[src/rtl/affine_pipe_pkg.sv]
// Width helpers and parameter range checks for the affine product pipe.
// Every arithmetic width in the datapath is derived from W here.
package affine_pipe_pkg;

  function automatic int t1_w(input int w);
    return w + 9;
  endfunction

  function automatic int diff_w(input int w);
    return w + 1;
  endfunction

  function automatic int dsh_w(input int w);
    return w + 5;
  endfunction

  function automatic int prod_w(input int w);
    return 2 * w + 10;
  endfunction

  function automatic int num_w(input int w);
    return 2 * w + 11;
  endfunction

  function automatic int qw_w(input int w);
    return num_w(w);
  endfunction

  function automatic bit params_ok(
    input int w,
    input int kc,
    input int km,
    input int ds,
    input int div_sh,
    input int tag_w
  );
    return (w >= 4) && (w <= 64) &&
           (kc >= 0) && (kc <= 255) &&
           (km >= 0) && (km <= 255) &&
           (ds >= 0) && (ds <= 4) &&
           (div_sh >= 1) && (div_sh <= 8) &&
           (tag_w >= 1);
  endfunction

endpackage

[src/rtl/affine_product_pipe_if.sv]
// Operand/result stream bundle: input beat with tag, result beat with tag.
// master = sequencer + result sink side, slave = the pipe.
interface affine_product_pipe_if
  import affine_pipe_pkg::*;
#(
  parameter int W     = 32,
  parameter int TAG_W = 4,
  parameter int RW    = 1,
  parameter int QW    = qw_w(W)
);
  logic                    in_valid;
  logic                    in_ready;
  logic signed [W-1:0]     a;
  logic signed [W-1:0]     b;
  logic signed [W-1:0]     c;
  logic signed [W-1:0]     d;
  logic        [TAG_W-1:0] in_tag;
  logic                    out_valid;
  logic                    out_ready;
  logic signed [QW-1:0]    q;
  logic        [RW-1:0]    rmd;
  logic        [TAG_W-1:0] out_tag;

  modport master (
    output in_valid, a, b, c, d, in_tag, out_ready,
    input  in_ready, out_valid, q, rmd, out_tag
  );

  modport slave (
    input  in_valid, a, b, c, d, in_tag, out_ready,
    output in_ready, out_valid, q, rmd, out_tag
  );
endinterface

[src/rtl/pipe_stall_ctrl.sv]
// Stage valid bits, global advance, flush/reset and busy for the pipe.
// Ports: clk, reset, flush_i, in_valid_i, out_ready_i -> adv_o, in_ready_o, out_valid_o, busy_o.
module pipe_stall_ctrl #(
  parameter int STAGES = 4
) (
  input  logic clk,
  input  logic reset,
  input  logic flush_i,
  input  logic in_valid_i,
  input  logic out_ready_i,
  output logic adv_o,
  output logic in_ready_o,
  output logic out_valid_o,
  output logic busy_o
);
  logic [STAGES-1:0] v_q;
  logic [STAGES-1:0] v_d;
  logic              accept;

  // in_ready is combinational from out_ready.
  assign adv_o       = !v_q[STAGES-1] || out_ready_i;
  assign in_ready_o  = adv_o;
  assign accept      = in_valid_i && adv_o && !flush_i;
  assign out_valid_o = v_q[STAGES-1];
  assign busy_o      = |v_q;

  always_comb begin
    v_d = v_q;
    if (flush_i) begin
      v_d = '0;
    end else if (adv_o) begin
      v_d = {v_q[STAGES-2:0], accept};
    end
  end

  always_ff @(posedge clk) begin
    if (reset) begin
      v_q <= '0;
    end else begin
      v_q <= v_d;
    end
  end
endmodule

[src/rtl/affine_product_pipe.sv]
// 4-stage q = floor(((KC*c+KM)*(a-b) - (d<<DS)) / 2^DIV_SH), rmd = low bits.
// Ports: clk, reset, flush, io (operand/result stream, slave), busy.
module affine_product_pipe
  import affine_pipe_pkg::*;
#(
  parameter int W      = 32,
  parameter int KC     = 3,
  parameter int KM     = 1,
  parameter int DS     = 2,
  parameter int DIV_SH = 1,
  parameter int TAG_W  = 4
) (
  input  logic                clk,
  input  logic                reset,
  input  logic                flush,
  affine_product_pipe_if.slave io,
  output logic                busy
);
  localparam int T1W = t1_w(W);
  localparam int DW  = diff_w(W);
  localparam int SW  = dsh_w(W);
  localparam int PW  = prod_w(W);
  localparam int NW  = num_w(W);
  localparam int QW  = qw_w(W);

  localparam logic signed [T1W-1:0] KC_S = T1W'(KC);
  localparam logic signed [T1W-1:0] KM_S = T1W'(KM);

  if (!params_ok(W, KC, KM, DS, DIV_SH, TAG_W)) begin : g_bad_params
    $error("affine_product_pipe: parameter out of range");
  end

  logic adv;

  pipe_stall_ctrl #(.STAGES(4)) u_ctrl (
    .clk         (clk),
    .reset       (reset),
    .flush_i     (flush),
    .in_valid_i  (io.in_valid),
    .out_ready_i (io.out_ready),
    .adv_o       (adv),
    .in_ready_o  (io.in_ready),
    .out_valid_o (io.out_valid),
    .busy_o      (busy)
  );

  // S0: operand capture
  logic signed [W-1:0]     a0_q, b0_q, c0_q, d0_q;
  logic        [TAG_W-1:0] tag0_q;

  always_ff @(posedge clk) begin
    if (adv) begin
      a0_q   <= io.a;
      b0_q   <= io.b;
      c0_q   <= io.c;
      d0_q   <= io.d;
      tag0_q <= io.in_tag;
    end
  end

  // S1: T1, a-b, d<<DS
  logic signed [T1W-1:0]   t1_d, t1_q;
  logic signed [DW-1:0]    diff_d, diff_q;
  logic signed [SW-1:0]    dsh_d, dsh1_q;
  logic        [TAG_W-1:0] tag1_q;

  always_comb begin
    t1_d   = T1W'(c0_q) * KC_S + KM_S;
    diff_d = DW'(a0_q) - DW'(b0_q);
    dsh_d  = SW'(d0_q) <<< DS;
  end

  always_ff @(posedge clk) begin
    if (adv) begin
      t1_q   <= t1_d;
      diff_q <= diff_d;
      dsh1_q <= dsh_d;
      tag1_q <= tag0_q;
    end
  end

  // S2: product
  logic signed [PW-1:0]    prod_d, prod_q;
  logic signed [SW-1:0]    dsh2_q;
  logic        [TAG_W-1:0] tag2_q;

  always_comb begin
    prod_d = PW'(t1_q) * PW'(diff_q);
  end

  always_ff @(posedge clk) begin
    if (adv) begin
      prod_q <= prod_d;
      dsh2_q <= dsh1_q;
      tag2_q <= tag1_q;
    end
  end

  // S3: numerator split into floor quotient and remainder
  logic signed [NW-1:0]     num_d;
  logic signed [QW-1:0]     q_d, q_q;
  logic        [DIV_SH-1:0] rmd_d, rmd_q;
  logic        [TAG_W-1:0]  tag3_q;

  always_comb begin
    num_d = NW'(prod_q) - NW'(dsh2_q);
    q_d   = num_d >>> DIV_SH;
    rmd_d = num_d[DIV_SH-1:0];
  end

  always_ff @(posedge clk) begin
    if (reset) begin
      q_q    <= '0;
      rmd_q  <= '0;
      tag3_q <= '0;
    end else if (adv) begin
      q_q    <= q_d;
      rmd_q  <= rmd_d;
      tag3_q <= tag2_q;
    end
  end

  assign io.q       = q_q;
  assign io.rmd     = rmd_q;
  assign io.out_tag = tag3_q;
endmodule

[src/flat_wrapper.sv]
// flat-port wrapper written by rule: the top's interface ports become plain ports
module affine_product_pipe_flat import affine_pipe_pkg::*;
#(
  parameter int W      = 32,
  parameter int KC     = 3,
  parameter int KM     = 1,
  parameter int DS     = 2,
  parameter int DIV_SH = 1,
  parameter int TAG_W  = 4
)
  (clk, reset, flush, busy, io_in_valid, io_a, io_b, io_c, io_d, io_in_tag, io_out_ready, io_in_ready, io_out_valid, io_q, io_rmd, io_out_tag);
  affine_product_pipe_if #(.W(W), .TAG_W(TAG_W), .RW(1)) io_i ();
  input  logic clk;
  input  logic reset;
  input  logic flush;
  output logic busy;
  input wire logic [$bits(io_i.in_valid)-1:0] io_in_valid;
  input wire logic [$bits(io_i.a)-1:0] io_a;
  input wire logic [$bits(io_i.b)-1:0] io_b;
  input wire logic [$bits(io_i.c)-1:0] io_c;
  input wire logic [$bits(io_i.d)-1:0] io_d;
  input wire logic [$bits(io_i.in_tag)-1:0] io_in_tag;
  input wire logic [$bits(io_i.out_ready)-1:0] io_out_ready;
  output wire logic [$bits(io_i.in_ready)-1:0] io_in_ready;
  output wire logic [$bits(io_i.out_valid)-1:0] io_out_valid;
  output wire logic [$bits(io_i.q)-1:0] io_q;
  output wire logic [$bits(io_i.rmd)-1:0] io_rmd;
  output wire logic [$bits(io_i.out_tag)-1:0] io_out_tag;
  assign io_i.in_valid = io_in_valid;
  assign io_i.a = io_a;
  assign io_i.b = io_b;
  assign io_i.c = io_c;
  assign io_i.d = io_d;
  assign io_i.in_tag = io_in_tag;
  assign io_i.out_ready = io_out_ready;
  assign io_in_ready = io_i.in_ready;
  assign io_out_valid = io_i.out_valid;
  assign io_q = io_i.q;
  assign io_rmd = io_i.rmd;
  assign io_out_tag = io_i.out_tag;
  affine_product_pipe #(.W(W), .KC(KC), .KM(KM), .DS(DS), .DIV_SH(DIV_SH), .TAG_W(TAG_W)) u_core (.clk(clk), .reset(reset), .flush(flush), .io(io_i), .busy(busy));
endmodule
[config.mk]
export PLATFORM = sky130hd
export DESIGN_NAME = affine_product_pipe_flat
export DESIGN_NICKNAME = d
export VERILOG_FILES = /design/src/rtl/affine_pipe_pkg.sv /design/src/rtl/affine_product_pipe_if.sv /design/src/rtl/pipe_stall_ctrl.sv /design/src/rtl/affine_product_pipe.sv /design/src/flat_wrapper.sv
export SDC_FILE = /design/constraint.sdc
export NUM_CORES = 2
export LEC_CHECK = 0
export CAP_MARGIN = 20
export CORE_UTILIZATION = 35
export DETAILED_ROUTE_END_ITERATION = 10
export GPL_TIMING_DRIVEN = 0
export MAX_ROUTING_LAYER = met4
export PLACE_DENSITY_LB_ADDON = 0.2
export SLEW_MARGIN = 5
export SYNTH_ARGS = -nofsm -noshare
export SYNTH_HDL_FRONTEND = slang
export SYNTH_SLANG_ARGS = --single-unit
[constraint.sdc]
create_clock -name clk -period 22.9 [get_ports clk]
set_input_delay 6.87 -clock clk [delete_from_list [all_inputs] [get_ports clk]]
set_output_delay 6.87 -clock clk [all_outputs]
set_load 0.02 [all_outputs]
# Word-level counts from Yosys, hierarchy flattened
# Cells that the tools add are included.
dict set report word_totals {
  regBits 435
  latchBits 0
  mem_bits_rw 0
  mem_bits_ro 0
  in_bits 137
  out_inout_bits 83
  elab_cells 28
  mem_count 0
}
dict set report classes {
  add_sub_neg 3
  n_mul 2
  div_mod_pow 0
  order_cmp 0
  n_eq_ne 0
  shifts 0
  n_mux 0
  bitwise 0
  n_reduce_logical 7
}
# operator n
set ops {}
lappend ops {{subtractor 74 x 34 -> 75 bit} 1}
lappend ops {{multiplier 41 x 33 -> 74 bit} 1}
lappend ops {{adder 41 x 2 -> 41 bit (second input constant)} 1}
lappend ops {{multiplier 32 x 3 -> 35 bit (second input constant)} 1}
lappend ops {{subtractor 32 x 32 -> 33 bit} 1}
lappend ops {{OR reduction 4 bit} 1}
lappend ops {{logical AND 1 bit} 2}
lappend ops {{zero test 1 bit} 2}
lappend ops {{OR reduction 2 bit} 1}
lappend ops {{logical OR 1 bit} 1}

# Longest topological paths before layout
dict set report depth {
  depth_word 4
  mapped_depth 30
  ltp_nobuf 29
}

# Hierarchy
# From an unflattened synthesis, not the netlist that was laid out.
dict set report unflattened {
  hier_cells 6236
  area_unflattened_um2 62408.6
}
# mod n_inst cells_each area_per_inst_um2 seq_area_each_um2
set modules_own_cells {}
lappend modules_own_cells {affine_product_pipe 1 6220 62238.4 11851.4}
lappend modules_own_cells {pipe_stall_ctrl 1 16 170.2 80.1}

# Worst setup path before layout
# Ideal clock, no wire load.
dict set report synth_path {
  path_type {input port to output port}
  startpoint {input port io_out_ready}
  endpoint {output port io_in_ready}
  t_arrival_ps 17093
  required_ps 16030
  path_slack_ps -1063
  path_stages 4
  path_buffers 2
  path_cell_list {nor2b_1 > inv_1 > clkbuf_1 > buf_1}
}
dict set report synth_between {
  elab_chain_len 1
}
# item line
set synth_lines {}
lappend synth_lines {{from (decl)} flat_wrapper.sv:23} ;# input wire logic [$bits(io_i.out_ready)-1:0] io_out_ready;
lappend synth_lines {{logical OR 1 bit} pipe_stall_ctrl.sv:21} ;# assign adv_o = !v_q[STAGES-1] || out_ready_i;
lappend synth_lines {{to (decl)} flat_wrapper.sv:24} ;# output wire logic [$bits(io_i.in_ready)-1:0] io_in_ready;
# No other way between the ends.

# Final worst setup path
# Ends and elaborated chain as after synthesis.

==> summary.md <==
| Metric | Value |
|---|---|
| Synth Flop Type | edfxtp_1 |
| Crit Reg-Reg Endpoint | u_core.prod_q[72] |
| Endpoints failing hold | 0 |
| Vias/cell | roughly 5 |
| Hold path endpoint | u_core.dsh2_q[30] |
| Routed vias | between 50000 and 60000 |
| Critical path capture point type | output port |
| Final Cycle Share | roughly three quarters |
| Yosys top cell area share | 41.0% |
| Kind of critical path | input port to output port |
| Hold Path Stages | 0 |
| First-pass DRT Iterations | 6 |
| Netlist Area Pre-Place | 0.0682 mm2 |
| Synth cell types | 81 |
| Die Y | between 400 and 500 um |
| Max transition margin | 7.85% |
| Crit path max-delay cell type | clkdlybuf4s50_1 |
| Worst-path cell chain | clkdlybuf4s50_1 > nor2b_1 > inv_1 > clkbuf_1 > buf_8 > buf_16 > clkdlybuf4s50_1 |
| Worst EP required | between 15000 and 20000 ps |
| Hold buffer count at CTS | 0 |
| Post-Syn Nets | about 9000 |
| Setup skew after layout | 95.4 ps |
| # resized after CTS | 0 |
| Register area | between 0.01 and 0.015 mm2 |
| CP arrival | 10030 ps |
| Nets | 9273 |
| Port Buffers | ~220 |
| Final setup viols | 0 |
| CP Max Fanout | 106 |
| Hold WC Path Type | register to register |
| Final WL | 246000 um |
| Detail Placement HPWL | 209000 um |
| Row count | between 150 and 200 |
| Placed Cells | 9809 |
| Syn avg cell area | roughly 9.7 um2 |
| Critical path startpoint category | input port |
| Clock Path Buffers | 3 |
| Post-synth EDFFs | 352 |
| Fill cells | slightly below 20000 |
| Total track usage | 26.0% |
| CTS root buf | clkbuf_16 |
| Layout cells sized above 1 | under 10% |
| Antenna violations before repair | 26 |
| Register-to-register setup slack | 11730 ps |
| Synth Instances | 7045 |
| Post-route DRC | 0 |
| Ys async rst share | 0% |
| Hold wc startpoint | u_core.dsh1_q[30] |
| Worst slew pin tran | approximately 1400 ps |
| Yosys warns | 0 |
| Routability cong. | 0.990 |
| Slowest Stage Delay on Critical Path | 720 ps |
| Min Clock Period, post-route | between 15000 and 20000 ps |
| FMAX | 59.2 MHz |
| Setup repair bufs after CTS | 0 |
| DIE AREA | 0.197 mm2 |
| Synth area leader | fa_1 |
| # IOs | 220 |
| Synth area leaders | fa_1 41%, edfxtp_1 15%, inv_1 8.0% |
| Vias in the first global route | 52800 |
| First-pass GRT wire length | approximately 360000 um |
| Unrepaired setup endpoints after global routing | false |
| Clock sink total | around 440 |
| Fin util | 39.3% |
| Max_cap viols | 0 |
| Clock-pin slew on the worst setup and hold paths | 70 ps |
| Final hold slack | 411 ps |
| Commonest cells after routing, fill and taps aside | 1444 x inv_1, 1396 x fa_1, 1151 x nand2_1 |
| CTS buffer count | 53 |
| CP delay by family, top | buffers and inverters |
| Most common cell after layout, fill and taps aside | inv_1 |
| Largest net degree at the start of global routing | 114 |
| Starting Density | 35.3% |
| GRT Residual Overflow | 0 |
| #FFs+latches synth | 435 |
| Reg2reg start | u_core.diff_q[32] |
| Non-Filler Instances | 9934 |
| Final ANT Viol Nets | 0 |
| Worst-Skew Late Latency | 750 ps |
| CTS tree | yes |
| DRT iter0 DRCs | just under 4000 |
| Register area share after synthesis | roughly 18% |
| Wirelength per Cell | 24.8 um |
| R2R depth | 26 |
| Core Area | 0.193 mm2 |
| Crit-path most repeated cell | clkdlybuf4s50_1 |
| H-Tree Depth | 2 |
| Final Max Tran Viols | 0 |
| DIE WIDTH | 443 um |
| Area growth from synthesis to layout | 11.1% |
| Total negative slack | 0 ps |
| CP bufs+invs | 6 |
| Multi-input logic area | approximately 0.049 mm2 |
| Run status | finished, final reports clean |
cell type report:
cell class                 instances  area share, %
timing repair buffer             241           3.35
sequential                       435           16.1
clock inverter                    36          0.553
antenna                           24         0.0792
clock buffer                      62           1.83
multi-input combinational       4831           65.0
tap                             2526           4.17
inverter                        1447           7.17
buffer                           332           1.67
metal layers:
layer	global-route usage [%]	part of all wire [%]	vias to the layer above
met1	33.7	42	26400
li1	-	-	22200
met3	4.86	7.9	395
met2	40.1	46	1885
met5	-	0	-
met4	10.1	4.5	0
worst max path at each step:
stage                            start          end  slack (ps)  depth (start not counted)
after global placement    io_out_ready  io_in_ready       -7350                          6
after global routing      io_out_ready  io_in_ready        5880                          7
final                     io_out_ready  io_in_ready        6000                          7
after detailed placement  io_out_ready  io_in_ready        6050                          7
after CTS                 io_out_ready  io_in_ready        6050                          7
after floorplan           io_out_ready  io_in_ready          30                          4
per-stage QoR:
step | cell area [um2] | setup slack [ps]
2_1_floorplan | 68200 | 26.2
3_3_place_gp | 73600 | -7350
3_5_place_dp | 73900 | 6050
4_1_cts | 75700 | 6050
5_1_grt | 75800 | 5880
6_report | 75800 | 6000
cell usage after synthesis (6+ instances only):
cell type / number
clkbuf_1: 315
xnor2_1: 136
mux2i_1: 8
a211oi_1: 31
nand4_1: 23
nor2b_1: 18
o211ai_1: 20
nand2_1: 1151
o31a_1: 6
a21oi_1: 255
fa_1: 1396
xor2_1: 70
nor3b_1: 7
o21a_1: 32
o21ai_0: 107
o22ai_1: 6
a21o_1: 129
and3_1: 27
o21ai_1: 8
buf_1: 16
nor2_1: 184
a31oi_1: 30
inv_1: 1445
nand4b_1: 7
dfxtp_1: 83
or2_2: 7
and2_1: 425
edfxtp_1: 352
ha_1: 399
nand3_1: 56
a21boi_0: 12
o41ai_1: 8
nor4_1: 14
nand3b_1: 8
nor3_1: 54
a311oi_1: 6
or3_1: 13
o21bai_1: 36
and4_1: 6
nand2b_1: 32
a221oi_1: 8
o31ai_1: 16
flip-flops by register name, summed over array words and instances, names as in the netlist, 32 cells and up:
signal and cells:
u_core.dsh2_q 32, u_core.c0_q 32, u_core.dsh1_q 32, u_core.b0_q 32, u_core.a0_q 32, u_core.d0_q 32, u_core.diff_q 33, u_core.io.q 74
u_core.t1_q 41, u_core.prod_q 74
logic make-up (layout without fill, tap and decap cells):
| family | after synthesis | in the layout | synth area share [%] |
|---|---|---|---|
| and+or+nand+nor | 2054 | 2054 | 13.9 |
| adders and majority gates | 1795 | 1795 | 48.3 |
| buffers and inverters | 1779 | 2118 | 9.80 |
| AOI/OAI and AO/OA | 767 | 767 | 7.26 |
| DFF | 435 | 435 | 17.9 |
| xor gates and xnor gates | 207 | 207 | 2.67 |
| muxes | 8 | 8 | 0.117 |
| other | 0 | 24 | 0 |
Power is left out: the tool's default activity adds up to more than one toggle a clock period on the data nets, which glitch-free logic cannot reach.
